<file path="src/rtl/moore_seq_detector.sv">
// rtl/moore_seq_detector.sv - parametrised Moore serial sequence detector
// KMP transition tables are folded to constants at elaboration; runtime logic is a state/counter register pair.
module moore_seq_detector #(
   parameter int          SEQ_LEN = 3,
   parameter logic [15:0] PATTERN = 16'b101,
   parameter bit          OVERLAP = 1'b1,
   parameter int          CNT_W   = 8
) (
   input  logic                           clk,
   input  logic                           reset,
   input  logic                           x,
   input  logic                           x_valid,
   input  logic                           count_clear,
   output logic                           z,
   output logic [CNT_W-1:0]               match_count,
   output logic [$clog2(SEQ_LEN+1)-1:0]   state
);

   localparam int               ST_W    = $clog2(SEQ_LEN + 1);
   localparam int               N_ST    = 1 << ST_W;
   localparam logic [ST_W-1:0]  DETECT  = ST_W'(SEQ_LEN);
   localparam logic [CNT_W-1:0] CNT_MAX = '1;

   if (SEQ_LEN < 2 || SEQ_LEN > 16) begin : g_bad_len
      $error("moore_seq_detector: SEQ_LEN must be 2..16");
   end
   if ((PATTERN >> SEQ_LEN) != 16'd0) begin : g_bad_pattern
      $error("moore_seq_detector: PATTERN wider than SEQ_LEN");
   end

   // Bit i of the sequence in arrival order (i = 0 is received first).
   function automatic logic seq_bit(input int i);
      logic [15:0] p;
      p = PATTERN >> (SEQ_LEN - 1 - i);
      return p[0];
   endfunction

   function automatic int fail_len();
      int   best;
      logic ok;
      best = 0;
      for (int j = 1; j < 16; j++) begin
         if (j < SEQ_LEN) begin
            ok = 1'b1;
            for (int i = 0; i < 16; i++) begin
               if (i < j && seq_bit(i) != seq_bit(SEQ_LEN - j + i)) ok = 1'b0;
            end
            if (ok) best = j;
         end
      end
      return best;
   endfunction

   // Longest pattern prefix that is a suffix of (first k pattern bits, then b).
   function automatic int kmp_next(input int k, input logic b);
      logic [16:0] s;
      logic [16:0] t;
      int          best;
      logic        ok;
      s = '0;
      for (int i = 0; i < 16; i++) begin
         if (i < k) s = s | (17'(seq_bit(i)) << i);
      end
      s = s | (17'(b) << k);
      best = 0;
      for (int j = 1; j <= 16; j++) begin
         if (j <= k + 1 && j <= SEQ_LEN) begin
            ok = 1'b1;
            for (int i = 0; i < 16; i++) begin
               t = s >> (k + 1 - j + i);
               if (i < j && t[0] != seq_bit(i)) ok = 1'b0;
            end
            if (ok) best = j;
         end
      end
      return best;
   endfunction

   localparam int BASE = OVERLAP ? fail_len() : 0;

   logic [ST_W-1:0] nxt0 [N_ST];
   logic [ST_W-1:0] nxt1 [N_ST];

   for (genvar g = 0; g < N_ST; g++) begin : g_tbl
      if (g <= SEQ_LEN) begin : g_live
         // DETECT restarts from the failure state (overlap) or from S0.
         localparam int              FROM = (g == SEQ_LEN) ? BASE : g;
         localparam logic [ST_W-1:0] N0   = ST_W'(kmp_next(FROM, 1'b0));
         localparam logic [ST_W-1:0] N1   = ST_W'(kmp_next(FROM, 1'b1));
         assign nxt0[g] = N0;
         assign nxt1[g] = N1;
      end else begin : g_dead
         assign nxt0[g] = '0;
         assign nxt1[g] = '0;
      end
   end

   logic [ST_W-1:0]  state_q, state_d;
   logic [CNT_W-1:0] cnt_q, cnt_d;
   logic             enter_detect;

   always_ff @(posedge clk or negedge reset) begin
      if (!reset) begin
         state_q <= '0;
         cnt_q   <= '0;
      end else begin
         state_q <= state_d;
         cnt_q   <= cnt_d;
      end
   end

   always_comb begin
      state_d      = state_q;
      cnt_d        = cnt_q;
      enter_detect = 1'b0;
      if (x_valid) begin
         state_d      = x ? nxt1[state_q] : nxt0[state_q];
         enter_detect = (state_d == DETECT);
      end
      if (count_clear) begin
         cnt_d = enter_detect ? CNT_W'(1) : '0;
      end else if (enter_detect && cnt_q != CNT_MAX) begin
         cnt_d = cnt_q + 1'b1;
      end
   end

   assign z           = (state_q == DETECT);
   assign match_count = cnt_q;
   assign state       = state_q;

endmodule

</file>
<file path="config.mk">
export PLATFORM = sky130hd
export DESIGN_NAME = moore_seq_detector
export DESIGN_NICKNAME = d
export VERILOG_FILES = /design/src/rtl/moore_seq_detector.sv
export SDC_FILE = /design/constraint.sdc
export NUM_CORES = 1
export LEC_CHECK = 0
export ABC_AREA = 1
export BUFFER_PORTS_ARGS = -buffer_cell sky130_fd_sc_hd__buf_4
export CAP_MARGIN = 20
export CORE_MARGIN = 3
export CORE_UTILIZATION = 44
export DETAILED_ROUTE_END_ITERATION = 10
export PLACE_DENSITY = 0.71
export RECOVER_POWER = 50
export REMOVE_ABC_BUFFERS = 1
export SLEW_MARGIN = 5
export SYNTH_ARGS = -nofsm -noshare
export SYNTH_HDL_FRONTEND = slang
export SYNTH_SLANG_ARGS = --single-unit
</file>
<file path="constraint.sdc">
create_clock -name clk -period 1.3 [get_ports clk]
set_clock_uncertainty 0.1 [all_clocks]
set_input_delay 0.26 -clock clk [delete_from_list [all_inputs] [get_ports clk]]
set_output_delay 0.26 -clock clk [all_outputs]
set_load 0.01 [all_outputs]
</file>
==> results of run 1 <==
[synthesized netlist by cell type]
cell      count
a21oi_1       2
a22o_1        1
a31oi_1       1
clkinv_1      1
dfrtp_1      10
ha_1          1
inv_1        10
inv_2         1
nand2_1      16
nand2_2       4
nand2_4       1
nand3_1       7
nand3_2       1
nand4_1       3
nor2_1       12
nor2_2        1
nor2_8        1
o21ai_0       1
o21ai_1       2
or2_1         1
xor2_1        1
[cell type report]
type	instances	share of cell area (%)
clock buffers	4	3.625
inverters	12	4.750
multi-input cells	57	37.00
flip-flops and latches	10	25.25
well taps	14	1.750
repair buffers	30	27.62
[worst min-delay path by stage]
| stage | from | endpoint | slack (ns) | cells past startpoint |
|---|---|---|---|---|
| final | count_clear | match_count[0] | 0.14 | 3 |
| after global routing | count_clear | match_count[0] | 0.17 | 3 |
| after CTS | count_clear | match_count[0] | 0.14 | 3 |
| after detailed placement | reset | match_count[6] | -0.003 | 1 |
| after global placement | reset | state[1] | -0.005 | 1 |
| after floorplan | reset | match_count[0] | -0.14 | 0 |
[registers in the layout, indices dropped and copies added (netlist names)]
| signal | count |
|---|---|
| match_count | 8 |
| state | 2 |
[metal layers]
metal  share of wire, %  wire (microns)  global-route usage (%)
met1                 35             682                   19.48
met2                 54            1053                   30.54
met3                6.5             128                   4.237
met4                5.2             102                   8.075
met5                  0               0                       0
[through the flow]
step / setup WS [ns] / std cells / area, sq um
detailed placement: -0.07884 / 116 / 792.0
global route: -0.1526 / 127 / 1001
CTS: -0.04760 / 125 / 903.4
floorplan: -0.1063 / 78 / 594.3
global placement: -0.03503 / 116 / 792.0
finish: -0.07584 / 127 / 1001
[cells by family (layout without fill, tap and decap cells)]
| family | count (synthesis) | count (layout) | share of synthesized area (%) |
|---|---|---|---|
| and+or+nand+nor | 47 | 48 | 40.00 |
| buffers and inverters | 12 | 46 | 7.578 |
| DFF | 10 | 10 | 42.11 |
| AOI/OAI and AO/OA | 7 | 7 | 6.737 |
| adders and majority gates | 1 | 1 | 2.105 |
| xor gates and xnor gates | 1 | 1 | 1.474 |
[power groups by stage]
stage	sequential, mW	combinational [mW]	clock [mW]
3_3_place_gp	0.332	0.104	0
6_report	0.328	0.157	0.292
4_1_cts	0.327	0.135	0.291
3_5_place_dp	0.333	0.106	0
5_1_grt	0.330	0.167	0.308
2_1_floorplan	0.340	0.0395	0
[timing repair]
item	in CTS	in global routing
pin swaps	7	12
endpoints found under the hold margin	10	0
buffers inserted	5	2
hold buffers	1	0
setup endpoints to repair	16	15
resized for setup	13	21
cloned	1	0
[tightest hold or removal path: cells and delay by family]
kind / cells / cell delay, ns
simple gates: 2 / 0.12
buf+inv: 1 / 0.09
==> flow_metrics.py, run 1 <==
metrics = {
    "placement": {
        "port_buffers": 15,
        "hpwl_microns": 1025,
        "gp_congestion": 0.8121,
    },
    "synthesis": {
        "synthTopCellsByArea": "dfrtp_1 42%, nand2_1 10%, nor2_1 7.6%, inv_1 6.3%, nand3_1 5.9%",
        "syn_area_per_cell_sq_um": 7.619,
        "ys_seq_elements": 10,
        "ys_seq_area_share_pct": 42.11,
        "synth_top_area_cell": "dfrtp_1",
        "yosys_warnings": 0,
        "synth.cell_area_sq_um": 594.3,
        "synthDistinctLibCells": 21,
        "synth_top_area_share_pct": 42.11,
        "syn_inst": 78,
    },
    "setup_path": {
        "start_kind": "register",
        "crit_path_end_kind": "register",
        "setup.worst_path.start": "match_count[1]",
        "cp.required_ns": 1.35,
        "reg2reg_from": "match_count[1]",
        "endpoint": "match_count[2]",
        "arrival_ns": 1.43,
        "worst_path_max_delay_cell": "dfrtp_1",
        "cp_common_cell": "nand2_4",
        "cp_max_fo": 5,
        "path_delay_family": "flip-flops",
        "reg2reg_depth": 7,
        "slowest_delay_ns": 0.42,
        "r2r_slack_ns": -0.08,
        "path_buf_inv": 0,
        "r2r-end": "match_count[2]",
        "crit_cells": 7,
        "crit_chain": "ha_4 > nand2_4 > nor2_4 > nand2_4 > nand2_4 > o21ai_1 > nor2_1",
        "setup.worst_path.class": "register to register",
    },
    "floorplan": {
        "io_pins": 16,
        "fp.dieH_microns": 42.75,
        "start_util_pct": 50.11,
        "die_w_microns": 42.75,
        "coreArea_sq_um": 1186,
        "rows": 12,
        "dieArea_sq_um": 1828,
    },
    "power": {
        "leakage_nw": 0.5354,
        "p_per_area_nw_per_um2": 776.8,
        "pwr-share-seq_pct": 42.2,
        "p_switching_mw": 0.2087,
        "switching_share_pct": 26.84,
        "peakVddDrop_uv": 610.6,
        "pwr-share-clk_pct": 37.6,
        "power_mw": 0.7775,
        "p_int_mw": 0.5688,
        "pwr-share-comb_pct": 20.2,
    },
    "clock_network": {
        "clockRootBuffer": "clkbuf_4",
        "cts_tree": "done",
        "clk_path_buf_depth": 2,
        "clock_sinks": 10,
        "clk_latency_ns": 0.27,
        "htreeDepth": 1,
        "clkTransAtPathRegs_ns": 0.07,
        "numCtsBuffers": 3,
    },
    "drt": {
        "vias": 705,
        "first_pass_iters": 4,
        "wirelength_microns": 1966,
        "drc": 0,
        "wl_per_cell_microns": 15.48,
        "detail-route-antenna-nets": 0,
        "avgViaCountPerCell": 5.551,
        "first_iter_violations": 34,
    },
    "layout": {
        "areaGrowthSynthToFinish_pct": 68.42,
        "multi_input_comb_area_sq_um": 370.4,
        "final_cell_mix": "14 x nand2_1, 14 x buf_4, 14 x buf_6",
        "drive_gt1_share_pct": 46.90,
        "fin_util_pct": 84.39,
        "regArea_sq_um": 252.7,
        "n_antenna_cell": 0,
        "finish.net_count": 120,
        "num-fill-cells": 74,
    },
    "sta": {
        "rsz0062_at_grt": "yes",
        "hold_viol": 0,
        "setup_ws_ns": -0.07584,
        "setup_viol": 8,
        "worst_pin_slew_ns": 0.5660,
        "fmax_ghz": 0.7268,
        "fin_hold_ws_ns": 0.1437,
        "fin_crit_ns": 1.376,
        "finalSetupTns_ns": -0.3621,
        "maxSlewHeadroom_pct": 62.27,
        "report.final.slew_viol_count": 0,
        "finalCritPeriodShare_pct": 105.8,
    },
    "global_routing": {
        "gr-usage-all-layers_pct": 17.45,
        "overflow": 0,
        "grt_pass1_wl_microns": 2421,
        "antenna_found_initial": 0,
        "grt_start_max_net_pins": 11,
        "grt_pass1_vias": 580,
    },
    "worst_hold_path": {
        "worstHoldPathType": "input pin to register",
    },
    "run_status": {
        "violations": "negative setup slack",
        "status": "finished with violations",
    },
    "flow_run": {
        "maxCapViolCount": 0,
    },
}
Power figures use the tool's default switching activity.
==> run 2, diff against run 1 <==
--- a/config.mk
+++ b/config.mk
@@ -12,7 +12,6 @@
 export CORE_UTILIZATION = 44
 export DETAILED_ROUTE_END_ITERATION = 10
 export PLACE_DENSITY = 0.71
-export RECOVER_POWER = 50
 export REMOVE_ABC_BUFFERS = 1
 export SLEW_MARGIN = 5
 export SYNTH_ARGS = -nofsm -noshare
==> run 2 against run 1 <==
Net effect: the flow still finishes with violations (negative setup slack); worst setup slack lost 0.0032 ns; clock power about the same; critical endpoint is now match_count[6]; via count is the same; die area unchanged; non-clock buffer count stayed put; critical path depth up 1; sequential share of layout area is 0.094 points lower; global-route usage is the same; power increased by 0.34%; wire length up 0.25%; register-to-register slack about the same; fmax fell by 0.23%.
==> flow_metrics.py, run 2 (synthesis gave the netlist of run 1 again) <==
metrics = {
    "run_status": {
        "status": "finished with violations",
        "violations": "negative setup slack",
    },
    "placement": {
        "placed_cells": 116,
        "port_buffers": 15,
        "hpwl_microns": 1025,
        "gp_congestion": 0.8121,
        "place_ws_ns": -0.07884,
        "place_area_sq_um": 792.0,
    },
    "drt": {
        "first_pass_iters": 4,
        "first_iter_violations": 34,
        "drc": 0,
        "wirelength_microns": 1971,
        "wl_per_cell_microns": 15.52,
        "avgViaCountPerCell": 5.551,
        "detail-route-antenna-nets": 0,
        "vias": 705,
    },
    "layout": {
        "final_cells": 127,
        "multi_input_comb_area_sq_um": 370.4,
        "areaGrowthSynthToFinish_pct": 69.05,
        "finish.net_count": 120,
        "final_area_sq_um": 1005,
        "n_antenna_cell": 0,
        "fin_util_pct": 84.70,
        "final_cell_mix": "15 x buf_4, 14 x nand2_1, 14 x buf_6",
        "largest_reg_flops": 8,
        "regArea_sq_um": 252.7,
        "mostFrequentLayoutCell": "buf_4",
        "num-fill-cells": 72,
        "drive_gt1_share_pct": 47.79,
    },
    "global_routing": {
        "grt_pass1_vias": 580,
        "gr-usage-all-layers_pct": 17.45,
        "grt_pass1_wl_microns": 2421,
        "antenna_found_initial": 0,
        "grt_start_max_net_pins": 11,
        "overflow": 0,
    },
    "sta": {
        "report.final.slew_viol_count": 0,
        "fmax_ghz": 0.7251,
        "worst_pin_slew_ns": 0.2651,
        "setup_viol": 8,
        "finalCritPeriodShare_pct": 106.1,
        "maxSlewHeadroom_pct": 82.22,
        "finalSetupTns_ns": -0.3733,
        "fin_hold_ws_ns": 0.1396,
        "setup_ws_ns": -0.07906,
        "rsz0062_at_grt": "yes",
        "hold_viol": 0,
        "fin_crit_ns": 1.379,
    },
    "power": {
        "p_per_area_nw_per_um2": 776.5,
        "leakage_nw": 0.5390,
        "power_mw": 0.7802,
        "peakVddDrop_uv": 610.1,
    },
    "setup_path": {
        "reg2reg_from": "match_count[1]",
        "setup.worst_path.class": "register to register",
        "crit_chain": "ha_4 > buf_6 > nand3_2 > nor2_2 > nand3_1 > nand2_1 > inv_1 > nor2_1",
        "cp.required_ns": 1.40,
        "reg2reg_depth": 8,
        "r2r-end": "match_count[6]",
        "path_delay_family": "simple AND/OR/NAND/NOR gates",
        "path_buf_inv": 2,
        "arrival_ns": 1.48,
        "r2r_slack_ns": -0.08,
        "crit_path_end_kind": "register",
        "start_kind": "register",
        "cp_max_fo": 2,
        "slowest_delay_ns": 0.41,
        "crit_cells": 8,
        "worst_path_max_delay_cell": "dfrtp_1",
    },
    "clock_network": {
        "cts_tree": "done",
        "clockRootBuffer": "clkbuf_4",
        "clock_sinks": 10,
        "htreeDepth": 1,
        "clkTransAtPathRegs_ns": 0.08,
        "numCtsBuffers": 3,
        "clk_path_buf_depth": 2,
        "clk_latency_ns": 0.27,
    },
    "floorplan": {
        "fp.dieH_microns": 42.75,
        "die_w_microns": 42.75,
        "start_util_pct": 50.11,
        "rows": 12,
        "dieArea_sq_um": 1828,
        "coreArea_sq_um": 1186,
        "io_pins": 16,
    },
    "worst_hold_path": {
        "min-delay-start": "count_clear",
        "holdPathEnd": "match_count[0]",
        "hold_path_depth": 3,
        "worstHoldPathType": "input pin to register",
    },
    "flow_run": {
        "maxCapViolCount": 0,
    },
}
==> run 2: cell types whose count changed in the layout (fill, tap and decap cells not counted), sizes merged <==
cell    delta
buf        +1
clkbuf     -1
==> run 2: report_power, final <==
part | switching, mW | total (mW) | internal (mW)
logic | 0.0780 | 0.158 | 0.0803
registers | 0.00855 | 0.328 | 0.320
clock network | 0.123 | 0.293 | 0.170
==> run 2: tightest hold or removal path: cells and delay by family <==
kind,cells,cell delay (ns)
AND/OR/NAND/NOR,2,0.12
buffers and inverters,1,0.09
==> run 2: cell type report <==
cell class / instances / area share (%)
multi-input combinational: 57 / 36.86
tap: 14 / 1.743
sequential: 10 / 25.16
timing repair buffer: 30 / 27.90
clock buffer: 4 / 3.611
inverter: 12 / 4.732
==> run 2: layer usage <==
layer  vias to the layer above  wire [microns]  global-route usage [%]
li1                        321               -                       -
met1                       320             693                   19.48
met2                        48            1031                   30.54
met3                        16             125                   4.237
met4                         0             119                   8.075
met5                         -               0                       0
==> run 2: worst max-delay path by stage <==
stage	slack (ns)	from	end
5_1_grt	-0.15	match_count[1]	match_count[6]
2_1_floorplan	-0.11	match_count[0]	match_count[0]
4_1_cts	-0.05	state[1]	z
3_3_place_gp	-0.04	match_count[0]	match_count[0]
3_5_place_dp	-0.08	match_count[0]	match_count[0]
6_report	-0.08	match_count[1]	match_count[6]
==> run 2: repair_timing <==
| item | in CTS | in global routing |
|---|---|---|
| cloned | 1 | 0 |
| pin swaps | 7 | 12 |
| hold buffers | 1 | 0 |
| setup buffers | 5 | 2 |
| setup endpoints to repair | 16 | 15 |
| gates resized for setup | 13 | 21 |
| endpoints found under the hold margin | 10 | 0 |
